--- config.mk ---
export PLATFORM = sky130hd
export DESIGN_NAME = onchip_mem_loader
export DESIGN_NICKNAME = d
export VERILOG_FILES = /design/src/rtl/onchip_mem_loader.sv
export SDC_FILE = /design/constraint.sdc
export NUM_CORES = 1
export LEC_CHECK = 0
export BUFFER_PORTS_ARGS = -buffer_cell sky130_fd_sc_hd__clkbuf_2
export CORE_MARGIN = 5
export CORE_UTILIZATION = 35
export DETAILED_ROUTE_END_ITERATION = 10
export GPL_TIMING_DRIVEN = 0
export RECOVER_POWER = 100
export REMOVE_ABC_BUFFERS = 1
export SYNTH_ARGS = -nofsm -noshare
export SYNTH_HDL_FRONTEND = slang
export SYNTH_SLANG_ARGS = --single-unit
--- constraint.sdc ---
create_clock -name clk -period 3.17 [get_ports clk]
set_clock_uncertainty 0.2 [all_clocks]
set_input_delay 0.317 -clock clk [delete_from_list [all_inputs] [get_ports clk]]
set_output_delay 0.317 -clock clk [all_outputs]
set_load 0.005 [all_outputs]
--- src/rtl/onchip_mem_loader.sv ---
// Boot loader for the on-chip RAM: packs a byte stream into 32-bit words, writes them,
// then reads the region back and compares checksums while holding the CPU in reset.
module onchip_mem_loader #(
  parameter int ADDR_W = 10,
  parameter int DATA_W = 32
) (
  input  logic              clk,
  input  logic              reset_n,
  input  logic              start,
  input  logic [ADDR_W-1:0] base_addr,
  input  logic [ADDR_W:0]   word_count,
  input  logic [7:0]        s_data,
  input  logic              s_valid,
  output logic              s_ready,
  output logic [ADDR_W-1:0] mem_address,
  output logic [3:0]        mem_byteenable,
  output logic              mem_chipselect,
  output logic              mem_write,
  output logic [DATA_W-1:0] mem_writedata,
  input  logic [DATA_W-1:0] mem_readdata,
  output logic              mem_clken,
  output logic              cpu_reset_req,
  output logic              busy,
  output logic              done,
  output logic              pass,
  output logic [DATA_W-1:0] checksum
);

  typedef enum logic [2:0] {
    S_IDLE, S_COLLECT, S_WRITE, S_VERIFY, S_DRAIN, S_DONE
  } state_t;

  localparam logic [ADDR_W:0] CNT_MAX = {1'b1, {ADDR_W{1'b0}}};
  localparam logic [ADDR_W:0] ONE     = {{ADDR_W{1'b0}}, 1'b1};

  state_t              state, state_nx;
  logic [ADDR_W-1:0]   base_q;
  logic [ADDR_W:0]     count_q;
  logic [ADDR_W:0]     count_in;
  logic [ADDR_W:0]     widx, ridx;
  logic [1:0]          bcnt;
  logic [DATA_W-1:0]   word_q, wsum, rsum;
  logic                rd_valid;
  logic                done_q, pass_q;
  logic [DATA_W-1:0]   checksum_q;
  logic                accept;

  assign count_in       = (word_count > CNT_MAX) ? CNT_MAX : word_count;
  assign accept         = (state == S_COLLECT) && s_valid;
  assign mem_byteenable = 4'hF;
  assign mem_clken      = 1'b1;
  assign mem_writedata  = word_q;
  assign done           = done_q;
  assign pass           = pass_q;
  assign checksum       = checksum_q;

  always_comb begin
    s_ready        = (state == S_COLLECT);
    busy           = (state == S_COLLECT) || (state == S_WRITE) ||
                     (state == S_VERIFY)  || (state == S_DRAIN);
    cpu_reset_req  = busy;
    mem_chipselect = (state == S_WRITE) || (state == S_VERIFY);
    mem_write      = (state == S_WRITE);
    mem_address    = '0;
    if (state == S_WRITE)
      mem_address = base_q + widx[ADDR_W-1:0];
    else if (state == S_VERIFY)
      mem_address = base_q + ridx[ADDR_W-1:0];
  end

  always_comb begin
    state_nx = state;
    unique case (state)
      S_IDLE, S_DONE: begin
        if (start)
          state_nx = (word_count == '0) ? S_DONE : S_COLLECT;
      end
      S_COLLECT: begin
        if (accept && (bcnt == 2'd3))
          state_nx = S_WRITE;
      end
      S_WRITE:  state_nx = ((widx + ONE) == count_q) ? S_VERIFY : S_COLLECT;
      S_VERIFY: state_nx = ((ridx + ONE) == count_q) ? S_DRAIN : S_VERIFY;
      S_DRAIN:  state_nx = S_DONE;
      default:  state_nx = S_IDLE;
    endcase
  end

  always_ff @(posedge clk or negedge reset_n) begin
    if (!reset_n)
      state <= S_IDLE;
    else
      state <= state_nx;
  end

  always_ff @(posedge clk or negedge reset_n) begin
    if (!reset_n) begin
      base_q     <= '0;
      count_q    <= '0;
      widx       <= '0;
      ridx       <= '0;
      bcnt       <= '0;
      word_q     <= '0;
      wsum       <= '0;
      rsum       <= '0;
      rd_valid   <= 1'b0;
      done_q     <= 1'b0;
      pass_q     <= 1'b0;
      checksum_q <= '0;
    end else begin
      // Read data trails its address by one cycle, so the sum lags the address stream.
      rd_valid <= (state == S_VERIFY);
      if (rd_valid)
        rsum <= rsum + mem_readdata;
      unique case (state)
        S_IDLE, S_DONE: begin
          if (start) begin
            base_q     <= base_addr;
            count_q    <= count_in;
            widx       <= '0;
            ridx       <= '0;
            bcnt       <= '0;
            wsum       <= '0;
            rsum       <= '0;
            checksum_q <= '0;
            done_q     <= (word_count == '0);
            pass_q     <= (word_count == '0);
          end
        end
        S_COLLECT: begin
          if (accept) begin
            word_q[{bcnt, 3'b000} +: 8] <= s_data;
            bcnt <= bcnt + 2'd1;
          end
        end
        S_WRITE: begin
          wsum <= wsum + word_q;
          widx <= widx + ONE;
        end
        S_VERIFY: ridx <= ridx + ONE;
        S_DRAIN: begin
          done_q     <= 1'b1;
          pass_q     <= ((rsum + mem_readdata) == wsum);
          checksum_q <= wsum;
        end
        default: ;
      endcase
    end
  end

endmodule

==> impl_metrics.csv <==
group,metric,value,unit
status,status,"finished with violations",
status,violations,"capacitance limit, slew limit, setup timing",
worst_setup_path,start_kind,"register",
synth,syn-cell-area,12900,sq um
timing,hold_violations,0,
drt,post-route-drc-count,0,
clock_network,clk_pin_slew,80,ps
timing,fin_ws,-302,ps
finish,nFillCells,3654,
synth,synth.avg_cell_area,8.51,sq um
timing,fmax,288,MHz
worst_setup_path,crit_arrival,3660,ps
floorplan,die_y,202,um
floorplan,io_pins,151,
worst_hold_path,hold_depth,4,
worst_setup_path,path_class,"reg2reg",
worst_hold_path,min_from,"mem_readdata[0]",
timing,slew_headroom,-37.4,%
worst_setup_path,worstSetupStartpoint,"rsum[20]",
worst_setup_path,cp.required,3360,ps
finish,nets,1838,
floorplan,initial_core_util,35.3,%
clock_network,cts_tree,"done",
timing,timing.final.crit_share,110,%
drt,drt_iter0_drc,571,
flow_run,cap_viol_max_count,1,
clock_network,clock_path_buffers,2,
floorplan,rows,70,
power_and_ir_drop,ir_drop,0.476,mV
clock_network,htreeDepth,4,
drt,vias,11658,
global_routing,grt_pass1_vias,11402,
placement,hpwl,28900,um
drt,wirelength,40100,um
synth,ys_warn_count,0,
timing,whs,88.9,ps
drt,ant_nets,0,
placement,dpl_worst_slack,-895,ps
drt,drt-vias-per-instance,5.39,
floorplan,core,36400,sq um
synth,async_flop_share,100,%
global_routing,grt_pass1_wl,63000,um
timing,fin_tns_setup,-1080,ps
worst_setup_path,ff2ff_path_depth,11,
timing,period_needed,3470,ps
synth,synth_common_cells,"nand2_1, dfrtp_1, o21ai_0",
drt,drtPass1Iterations,6,
placement,gp_congestion,0.887,
global_routing,antenna_found_initial,2,
global_routing,grt_max_degree,102,
floorplan,die_x,202,um
worst_setup_path,r2r-start,"rsum[20]",
clock_network,root_buffer,"clkbuf_16",
drt,wl_per_cell,18.5,um
synth,ys_seq_area_share,34.8,%
timing,rsz0062_at_grt,"yes",
synth,synth_top_area_share,34.8,%
finish,drive_above_1_share,17.0,%
timing,setup_viol,10,
placement,port_buffers,145,
worst_hold_path,min_path_type,"in2reg",
synth,yosysTopAreaCell,"dfrtp_1",
synth,ys_top_cells_by_area,"dfrtp_1, ha_1, nand2_1, o21ai_0, xnor2_1",
finish,multiInputGateArea,8460,sq um
synth,synth.distinct_cells,88,
global_routing,grt_overflow,0,
synth,synthCells,1512,
floorplan,die_area,40700,sq um
synth,synth_edf_count,0,
global_routing,grt_use_total,19.4,%
clock_network,clock_sinks,179,
clock_network,numCtsBuffers,17,
synth,synth-seq-cells,179,
power_and_ir_drop,p_per_area,889,nW/um^2
finish,final-seq-area,4490,sq um
finish,area_growth,21.7,%
worst_setup_path,cp_max_fo,10,
synth,synth_most_common_cell,"nand2_1",
power_and_ir_drop,total_power,13.9,mW
timing,drv_slew,79,
worst_setup_path,end_kind,"register",
timing,worstMarginPinSlew,2060,ps
synth,synthFlopType,"dfrtp_1",
power_and_ir_drop,power_leakage,7.16,nW
clock_network,clock_latency,450,ps
worst max-delay path, stage by stage (launching register included):
cell and delay [ps]:
dfrtp_1 420, ha_4 270, a21oi_2 190, o21ai_1 130
a2111oi_2 360, nor3_2 90, a2111oi_1 710, nor2_1 190
xor3_1 260, nor4_2 300, nand3_2 150, o21ai_2 140
cells in the final DEF (no fill, tap or decap), types with 7 or more instances in the layout:
master and count:
nand2_1 260, dfrtp_1 170, o21ai_0 145, clkbuf_2 98, nor2_1 92, xnor2_1 73, ha_1 67, nand3_1 64
a21oi_1 62, xor2_1 55, clkbuf_1 48, a21o_1 40, buf_4 37, mux2i_1 34, dlygate4sd3_1 31, inv_1 26
and3_1 22, nor3_1 19, clkbuf_16 17, nand2b_1 15, nand4_1 14, nand3b_1 13, ha_4 12, o21ai_2 10
a21oi_2 10, a31oi_1 10, o21bai_1 9, dfrtp_2 9, o21ai_1 8, nor4_1 8, a211oi_1 8, ha_2 8
o211ai_1 7, nor2b_1 7
layer usage:
layer | GRT usage, % | vias up | wire length, um
li1 | - | 5695 | -
met1 | 24.4 | 5619 | 17300
met2 | 33.6 | 283 | 19900
met3 | 3.56 | 59 | 1900
met4 | 6.27 | 2 | 964
met5 | 0 | - | 7
what timing repair did:
item,in CTS,in global routing
setup endpoints to repair,23,32
gates resized for setup,64,70
endpoints found under the hold margin,127,0
buffers inserted,25,17
cloned,2,0
hold buffers,31,0
pin swaps,49,34
state kept, by name, indices dropped and copies added (netlist names):
signal	cells
done	1
bcnt	2
count_q	11
base_q	10
pass	1
rsum	32
wsum	32
mem_writedata	32
checksum	32
rd_valid	1
ridx	11
state	3
widx	11
stage by stage:
stage	cell area, sq um	cells	util (%)
after floorplan	12500	1435	-
after global placement	13800	2048	37.9
after global routing	15700	2164	43.0
after detailed placement	14000	2056	38.5
final	15700	2164	43.0
after CTS	15400	2146	42.3
cells by family after synthesis:
family | count (synthesis) | share of synthesized area [%]
multiplexers | 37 | 2.90
other | 1 | 0.0292
XOR/XNOR | 140 | 10.4
AND/OR/NAND/NOR | 562 | 19.9
AO/OA/AOI/OAI | 391 | 19.1
flip-flops | 179 | 34.8
buffers and inverters | 111 | 3.69
adder cells (fa/ha/maj) | 91 | 9.09
layout make-up:
| class | instances | share of cell area, % |
|---|---|---|
| clock buffer | 17 | 2.72 |
| multi-input combinational | 1227 | 54.1 |
| antenna | 1 | 0.0160 |
| tap | 468 | 3.74 |
| sequential | 179 | 28.7 |
| timing repair buffer | 226 | 8.93 |
| inverter | 30 | 0.727 |
| clock inverter | 15 | 1.09 |
| timing repair inverter | 1 | 0.0320 |
report_power, final:
| group | total, mW | internal, mW | switching (mW) |
|---|---|---|---|
| clock network | 2.20 | 1.12 | 1.07 |
| registers | 4.00 | 2.99 | 1.01 |
| logic | 7.72 | 3.37 | 4.35 |
worst paths after layout:
kind | slack (ps) | end
max in group asynchronous | 490 | rd_valid
worst min-delay path | 90 | rsum[0]
worst max register to register | -300 | pass
worst min register to register | 310 | done
min in group asynchronous | 770 | checksum[12]
worst max-delay path | -300 | pass
Power figures use the tool's default switching activity.
